`config.mk`:
```
export PLATFORM = sky130hd
export DESIGN_NAME = cla8_seq_adder_ctrl
export DESIGN_NICKNAME = d
export VERILOG_FILES = /design/src/rtl/cla8_seq_adder_ctrl.sv
export SDC_FILE = /design/constraint.sdc
export NUM_CORES = 1
export LEC_CHECK = 0
export BUFFER_PORTS_ARGS = -buffer_cell sky130_fd_sc_hd__buf_4
export CAP_MARGIN = 25
export CORE_ASPECT_RATIO = 0.6
export CORE_MARGIN = 5
export CORE_UTILIZATION = 58
export DETAILED_ROUTE_END_ITERATION = 6
export GPL_ROUTABILITY_DRIVEN = 0
export PLACE_DENSITY = 0.87
export SLEW_MARGIN = 15
export SYNTH_ARGS = -nofsm -noshare
export SYNTH_HDL_FRONTEND = slang
export SYNTH_SLANG_ARGS = --single-unit
```
`constraint.sdc`:
```
create_clock -name clk -period 6.9 [get_ports clk]
set_input_delay 0.69 -clock clk [delete_from_list [all_inputs] [get_ports clk]]
set_output_delay 0.69 -clock clk [all_outputs]
set_load 0.1 [all_outputs]
```
`src/rtl/cla8_seq_adder_ctrl.sv`:
```
// Byte-serial WIDTH-bit add/subtract controller driving an external 8-bit CLA slice.
// Operands are latched on accept; one byte per RUN cycle, LSB first, carry chained through a flop.
module cla8_seq_adder_ctrl #(
  parameter int WIDTH = 32
) (
  input  logic             clk,
  input  logic             rst,
  input  logic             in_valid,
  output logic             in_ready,
  input  logic [WIDTH-1:0] op_a,
  input  logic [WIDTH-1:0] op_b,
  input  logic             op_sub,
  input  logic             op_cin,
  output logic [7:0]       cla_a,
  output logic [7:0]       cla_b,
  output logic             cla_cin,
  input  logic [7:0]       cla_sum,
  input  logic             cla_cout,
  output logic             res_valid,
  input  logic             res_ready,
  output logic [WIDTH-1:0] res_sum,
  output logic             res_cout,
  output logic             res_ovf,
  output logic             busy
);
  localparam int N  = WIDTH / 8;
  localparam int IW = (N > 1) ? $clog2(N) : 1;

  typedef enum logic [1:0] {IDLE, RUN, DONE} state_t;

  state_t           state, state_nxt;
  logic [WIDTH-1:0] a_reg, b_reg, sum_reg, sum_nxt;
  logic             carry_reg;
  logic [IW-1:0]    idx;
  logic             last, accept;

  assign last   = (idx == IW'(N - 1));
  assign accept = in_valid && in_ready;

  always_comb begin
    state_nxt = state;
    in_ready  = (state == IDLE) && !rst;
    res_valid = (state == DONE);
    busy      = (state != IDLE);
    cla_a     = 8'h00;
    cla_b     = 8'h00;
    cla_cin   = 1'b0;
    sum_nxt   = sum_reg;
    unique case (state)
      IDLE: if (accept) state_nxt = RUN;
      RUN: begin
        cla_a   = a_reg[{idx, 3'b000} +: 8];
        cla_b   = b_reg[{idx, 3'b000} +: 8];
        cla_cin = carry_reg;
        sum_nxt[{idx, 3'b000} +: 8] = cla_sum;
        if (last) state_nxt = DONE;
      end
      DONE: if (res_ready) state_nxt = IDLE;
      default: state_nxt = IDLE;
    endcase
  end

  always_ff @(posedge clk) begin
    if (rst) begin
      state     <= IDLE;
      idx       <= '0;
      a_reg     <= '0;
      b_reg     <= '0;
      carry_reg <= 1'b0;
      sum_reg   <= '0;
      res_sum   <= '0;
      res_cout  <= 1'b0;
      res_ovf   <= 1'b0;
    end else begin
      state <= state_nxt;
      unique case (state)
        IDLE: if (accept) begin
          a_reg     <= op_a;
          b_reg     <= op_sub ? ~op_b : op_b;
          carry_reg <= op_sub ? 1'b1 : op_cin;
          idx       <= '0;
          sum_reg   <= '0;
        end
        RUN: begin
          sum_reg   <= sum_nxt;
          carry_reg <= cla_cout;
          if (last) begin
            // Result registers are separate from sum_reg so they hold through the next RUN.
            idx      <= '0;
            res_sum  <= sum_nxt;
            res_cout <= cla_cout;
            res_ovf  <= (a_reg[WIDTH-1] == b_reg[WIDTH-1]) && (cla_sum[7] != a_reg[WIDTH-1]);
          end else begin
            idx <= idx + 1'b1;
          end
        end
        default: ;
      endcase
    end
  end
endmodule

```
; ---- Word-level counts from Yosys, hierarchy flattened
; Index checks and enable logic that the tools add are counted.
[totals]
word_cells = 52
register_bits = 135
in_bits = 79
[op_classes]
mux = 17
eq_ne = 8
bitwise = 1
reduce_logical = 11
add_sub_neg = 2
shift = 4
[ops]
columns = operator, count
row1 = $mux W32, 2
row2 = $pmux W32 S2, 1
row3 = $shiftx A32 B6 Y8, 2
row4 = $bwmux W32, 1
row5 = $not A32 Y32, 1
row6 = $shift A8 B7 Y32 const A, 1
row7 = $shiftx A8 B7 Y32, 1
row8 = $mux W8, 2
row9 = $mux W2, 5
row10 = $neg A5 Y7, 1
row11 = $pmux W2 S3, 1
row12 = $reduce_and A2 Y1, 3
row13 = $eq A2 B2 Y1 const B, 2
row14 = $ne A2 B2 Y1 const B, 2
row15 = $pmux W2 S2, 1
row16 = $reduce_bool A2 Y1, 2
row17 = $logic_and A1 B1 Y1, 3
row18 = $mux W1, 3
row19 = $reduce_and A3 Y1, 1
row20 = $add A2 B1 Y2 const B, 1
row21 = $eq A2 B1 Y1 const B, 1
row22 = $logic_not A2 Y1, 1
row23 = $ne A2 B1 Y1 const B, 1
row24 = $pmux W1 S2, 1
row25 = 3 further kinds, 3

; ---- Logic depth before layout (Yosys ltp)
; Gate-level depths: netlist of run 1.
[depth]
depth_word = 5
ltp_mapped = 9
mapped_depth_nobuf = 5

; ---- Worst setup path after synthesis of run 1
; OpenSTA, ideal clock, no wires.
[synth_timing]
path_kind = input to output
start = input rst
end = output in_ready
required_time_ps = 6210
setup_slack_ps = 3710
t_arrival_ps = 2500
stages = 4
cell_sequence = buf_2 -> clkbuf_1 -> clkbuf_1 -> nor2_1
[synth_via]
elab_chain_len = 2
[synth_lines]
columns = item, line
row1 = start: declaration, 7  ; input logic rst,
row2 = $logic_not A1 Y1, 42  ; in_ready = (state == IDLE) && !rst;
row3 = $logic_and A1 B1 Y1, 42
row4 = end: declaration, 9  ; output logic in_ready,
; No other way between the ends.

; ---- Final worst setup path of run 1
[layout_timing]
start = register idx[0]
end = output cla_b[7]
[layout_via]
elab_chain_len = 2
[layout_lines]
columns = item, line
row1 = start: declaration, 34  ; logic [IW-1:0] idx;
row2 = start signal: assignment, 94  ; idx <= idx + 1'b1;
row3 = $shiftx A32 B6 Y8, 53  ; cla_b = b_reg[{idx, 3'b000} +: 8];
row4 = $mux W8, 49  ; unique case (state)
row5 = end: declaration, 15  ; output logic [7:0] cla_b,
; No other way between the ends.

==> impl_metrics.toml, run 1 <==
[synth]
ys_seq_elements = 135
synth_top_area_share_pct = 44.4
synth_most_common_cell = "dfxtp_1"
synth_edf_count = 0
ys.flop_type = "dfxtp_1"
synth_top_area_cell = "dfxtp_1"
yosysSeqAreaShare_pct = 44.4
ys_top_cells_by_area = "dfxtp_1 44%, nand3b_1 8.0%, mux4_2 5.9%"
syn_area_per_cell_sq_um = 9.58
synthTopCellsByCount = "135 x dfxtp_1, 68 x nand2_1, 65 x nand3b_1"
async_flop_share_pct = 0
yosysWarnings = 0
ys_types = 40
synth_nets = 720
synthesis.area_sq_um = 6080
synthCells = 635

[route]
num_vias = 5201
wirelength_mm = 16.5
drc = 0
wl_per_cell_microns = 18.7
viasPerCell = 5.91
drt.antenna.violating_nets = 0
drtPass1Iterations = 5
drtIter0Drc = 475

[sta]
hold_violations = 0
fmaxAchievable_mhz = 312
finalSetupTns_ns = 0
setup_viol = 0
maxSlewHeadroom_pct = 34.3
hold_slack_ns = 0.457
fin_skew_ns = 0.00713
tightestPinTransition_ns = 0.986
report.final.slew_viol_count = 0
rsz0062_at_grt = "no"
period_minus_slack_ns = 3.21
finalCritPeriodShare_pct = 46.5

[place]
dp_hpwl_mm = 11.0
portBuffers = 132

[power]
leakagePower_nw = 3.11
irDropWorstVdd_mv = 0.189
power.density_nw_per_um2 = 260

[worst_hold_path]
min_from = "op_a[24]"
hold_path_end = "a_reg[24]"
min_path_type = "in2reg"
hold-path-cell-count = 3

[clock_network]
root_buffer = "clkbuf_16"
clk_path_buf_depth = 2
cts_num_sinks = 135
clk_latency_ns = 0.42
post_cts_buffers = 0
holdBufCountCts = 0
htree_levels = 4
cts_buffers = 17
cts_resized = 0
clk_pin_slew_ns = 0.06
cts_tree = "done"

[cells_and_area]
layout-drive-gt1-share_pct = 25.6
antenna_cells = 0
nets = 815
syn2layout_area_growth_pct = 24.7

[worst_setup_path]
cp-end-kind = "primary output"
cp-start-kind = "register"
reg2reg_from = "idx[0]"
critPathLaunch = "idx[0]"
path_class = "reg2out"
cp_max_fo = 14
crit_required_ns = 6.21
rrSetupSlack_ns = 4.15
crit-reg2reg-capture = "sum_reg[6]"
reg2reg_depth = 5
arrival_ns = 2.52

[grt]
busiest_layer = "met2"
grt_pass1_vias = 5108
grt_pass1_wl_mm = 26.1
use_met1_pct = 35.4
grt_max_degree = 112
overflow = 0
met2_usage_pct = 40.1
grt_antenna_before_repair = 0
grt_util_all_layers_pct = 26.2
grtUsageMet3_pct = 8.39

[floorplan]
die_w_microns = 142
io_pins = 133
num_rows = 29
die_y_microns = 89.3
die-area_sq_um = 12700
core-area_sq_um = 10400
start_util_pct = 58.4

[run]
drv_cap = 0

[status]
status = "finished clean"
-- routing by layer --
layer / vias up / part of all wire, %
met3: 32 / 8.9
met5: - / 0
met2: 249 / 45
met4: 0 / 1.6
li1: 2448 / -
met1: 2472 / 45
-- stage by stage --
step | cell area (sq um) | std cells | util, % | total power [W] | setup slack, ns
after floorplan | 6080 | 635 | - | 0.00101 | 3.71
after global placement | 6970 | 847 | 66.9 | 0.00108 | 3.65
after detailed placement | 6970 | 848 | 67.0 | 0.00109 | 3.85
after CTS | 7550 | 878 | 72.5 | 0.00198 | 3.67
after global routing | 7580 | 880 | 72.8 | 0.00204 | 3.54
final | 7580 | 880 | 72.8 | 0.00197 | 3.69
-- layout by cell type, fill, tap and decap left out, types with 2 or more instances in the layout --
cell / n
clkinvlp_4: 3
nand2_1: 68
dfxtp_1: 135
a22o_1: 32
clkbuf_1: 3
xnor2_1: 32
a21oi_1: 8
nor3_1: 26
o21ai_1: 10
a311oi_1: 24
o21ai_0: 24
nand4_1: 8
inv_1: 5
mux2_2: 4
buf_4: 136
bufinv_16: 3
ha_1: 6
buf_8: 2
mux4_2: 16
and3b_1: 2
nor2_1: 36
nor2b_1: 20
clkinv_2: 3
nand2b_1: 9
and3_1: 2
and2_1: 19
nand3b_1: 65
a221oi_1: 8
clkbuf_16: 17
-- worst max-delay path by stage --
stage | slack (ns) | to
floorplan | 3.71 | in_ready
global placement | 3.65 | sum_reg[6]
detailed placement | 3.85 | res_sum[9]
CTS | 3.67 | cla_b[7]
global route | 3.54 | cla_b[7]
finish | 3.69 | cla_b[7]
-- layout make-up --
class	instances	area (sq um)
Clock buffer	21	450
Clock inverter	9	128
Fill cell	729	2830
Inverter	5	18.8
Multi-Input combinational cell	432	3050
Sequential cell	135	2700
Tap cell	139	174
Timing Repair Buffer	139	1060
-- power breakdown --
group,internal (W),switching [W],leakage (nW),total (W)
Sequential,0.000814,0.0000249,1.10,0.000839
Combinational,0.0000991,0.000140,1.74,0.000240
Clock,0.000571,0.000323,0.275,0.000894
Total,0.00148,0.000488,3.11,0.00197
-- worst max-delay path, stage by stage, from the launching register on --
cell and delay [ns]:
dfxtp_1 0.77, buf_4 0.37, mux4_2 0.53, and2_1 0.19
buf_4 0.23
-- cells by family after synthesis --
group,Yosys count,synth area share (%)
AOI/OAI and AO/OA,109,13.0
xor gates and xnor gates,32,4.61
adders and majority gates,6,1.23
buffers and inverters,68,5.57
DFF,135,44.4
muxes,21,6.83
and+or+nand+nor,264,24.3
No activity file was read; power rests on OpenSTA's default activity.
==> run 2, diff against run 1 <==
- CORE_UTILIZATION: 58 -> 49
- PLACE_DENSITY: 0.87 -> 0.79
- clock period: 6.9 -> 2.82 ns (I/O delays scaled with it)
==> run 2 against run 1 <==
Net effect: worst setup slack lost 3.3 ns; critical path type unchanged; critical path depth is the same; combinational power grew 150%; global-route usage shrank 3.9 points; wire length shrank 1.2%; clock-buffer cell count is the same; clock power grew to 2.6 times the previous value; design area grew 1.4%; clock skew grew 0.0029 ns; sequential share of layout area shrank 0.49 points; sequential cell count is the same; die area grew 17%.
==> impl_metrics.toml, run 2 (same netlist as run 1, synthesis figures left out) <==
[status]
status = "finished clean"

[power]
power.density_nw_per_um2 = 643
irDropWorstVdd_mv = 0.424
leakagePower_nw = 3.16

[clock_network]
clk_pin_slew_ns = 0.06
cts_buffers = 17
cts_num_sinks = 135
clk_latency_ns = 0.41
cts_tree = "done"
holdBufCountCts = 0
cts_resized = 0
post_cts_buffers = 0
clk_path_buf_depth = 2
root_buffer = "clkbuf_16"
htree_levels = 4

[sta]
rsz0062_at_grt = "no"
hold_violations = 0
fin_skew_ns = 0.0101
maxSlewHeadroom_pct = 41.3
tightestPinTransition_ns = 0.881
report.final.slew_viol_count = 0
period_minus_slack_ns = 2.43
fmaxAchievable_mhz = 412
setup_viol = 0
finalCritPeriodShare_pct = 86.0
finalSetupTns_ns = 0

[place]
post_dp_cell_area_sq_um = 7070
dp_hpwl_mm = 11.1
portBuffers = 132
place_inst = 882

[floorplan]
num_rows = 31
die-area_sq_um = 14800
core-area_sq_um = 12100
io_pins = 133
die_w_microns = 154
die_y_microns = 96.3
start_util_pct = 50.3

[worst_setup_path]
crit_buf_inv = 2
crit_family = "flip-flops"
worst_path_max_delay_cell = "dfxtp_1"
path_common_cell = "buf_4"
arrival_ns = 2.14
cp_max_fo = 21
crit_required_ns = 2.54
cpPeakStageDelay_ns = 0.74
cp-start-kind = "register"
path_cells = "nor2b_1 > buf_4 > and2_1 > buf_4"
cp-end-kind = "primary output"
path_class = "reg2out"

[route]
drtIter0Drc = 484
viasPerCell = 5.61
num_vias = 5127
wl_per_cell_microns = 17.8
drc = 0
wirelength_mm = 16.3
drt.antenna.violating_nets = 0
drtPass1Iterations = 5

[grt]
grt_antenna_before_repair = 0
grt_util_all_layers_pct = 22.2
overflow = 0
grt_pass1_wl_mm = 26.3
grt_max_degree = 97
grt_pass1_vias = 5137

[cells_and_area]
syn2layout_area_growth_pct = 26.4
nets = 821
antenna_cells = 0
layout-drive-gt1-share_pct = 26.7
mostFrequentLayoutCell = "buf_4"
final_area_sq_um = 7690
final_cells = 914
layout_common_cells = "145 x buf_4, 135 x dfxtp_1, 68 x nand2_1, 65 x nand3b_1, 36 x nor2_1"

[run]
drv_cap = 0

[worst_hold_path]
min_path_type = "in2reg"
-- run 2: cell count changes in the layout (fill, tap and decap cells not counted), sizes merged --
cell	previous run	this run
clkinvlp	3	4
clkinv	3	4
buf	139	145
-- run 2: metrics by stage --
stage	util, %	hold slack, ns	power [W]	setup WS [ns]
after global routing	63.5	0.0536	0.00511	0.277
after CTS	63.5	0.0404	0.00497	0.374
final	63.5	0.0511	0.00494	0.394
after floorplan	-	0.381	0.00248	0.179
after detailed placement	58.4	0.455	0.00268	0.567
after global placement	58.4	0.450	0.00265	0.704
-- run 2: metal layers --
layer	share of wire [%]	GRT usage (%)	vias up
met4	1.1	6.76	0
met2	43	33.6	228
met5	0	0	-
met3	8.5	6.15	18
li1	-	-	2455
met1	47	31.2	2426
-- run 2: where the power goes --
group | internal, W | switching (W) | total (W) | leakage (nW)
clock network | 0.00146 | 0.000840 | 0.00230 | 0.291
logic | 0.000248 | 0.000348 | 0.000596 | 1.76
registers | 0.00199 | 0.0000516 | 0.00204 | 1.10
total | 0.00370 | 0.00124 | 0.00494 | 3.16
-- run 2: path summary, 6_finish.rpt --
check | end | slack, ns | cells past startpoint | start
setup reg to reg | sum_reg[24] | 0.48 | 5 | idx[0]
setup / recovery | cla_b[1] | 0.39 | 4 | state[0]
hold reg to reg | a_reg[15] | 0.47 | 2 | a_reg[15]
hold / removal | a_reg[3] | 0.05 | 3 | op_a[3]
-- run 2: tightest hold or removal path, stage by stage --
cell and delay (ns):
buf_4 0.07, nand2_1 0.03, nand2_1 0.04
-- run 2: area by class of cell --
class,instances,area [sq um]
clock buffers,21,470
multi-input cells,432,3050
flip-flops and latches,135,2700
clock inverters,11,148
repair buffers,145,1090
fillers,993,4410
inverters,5,18.8
well taps,165,206
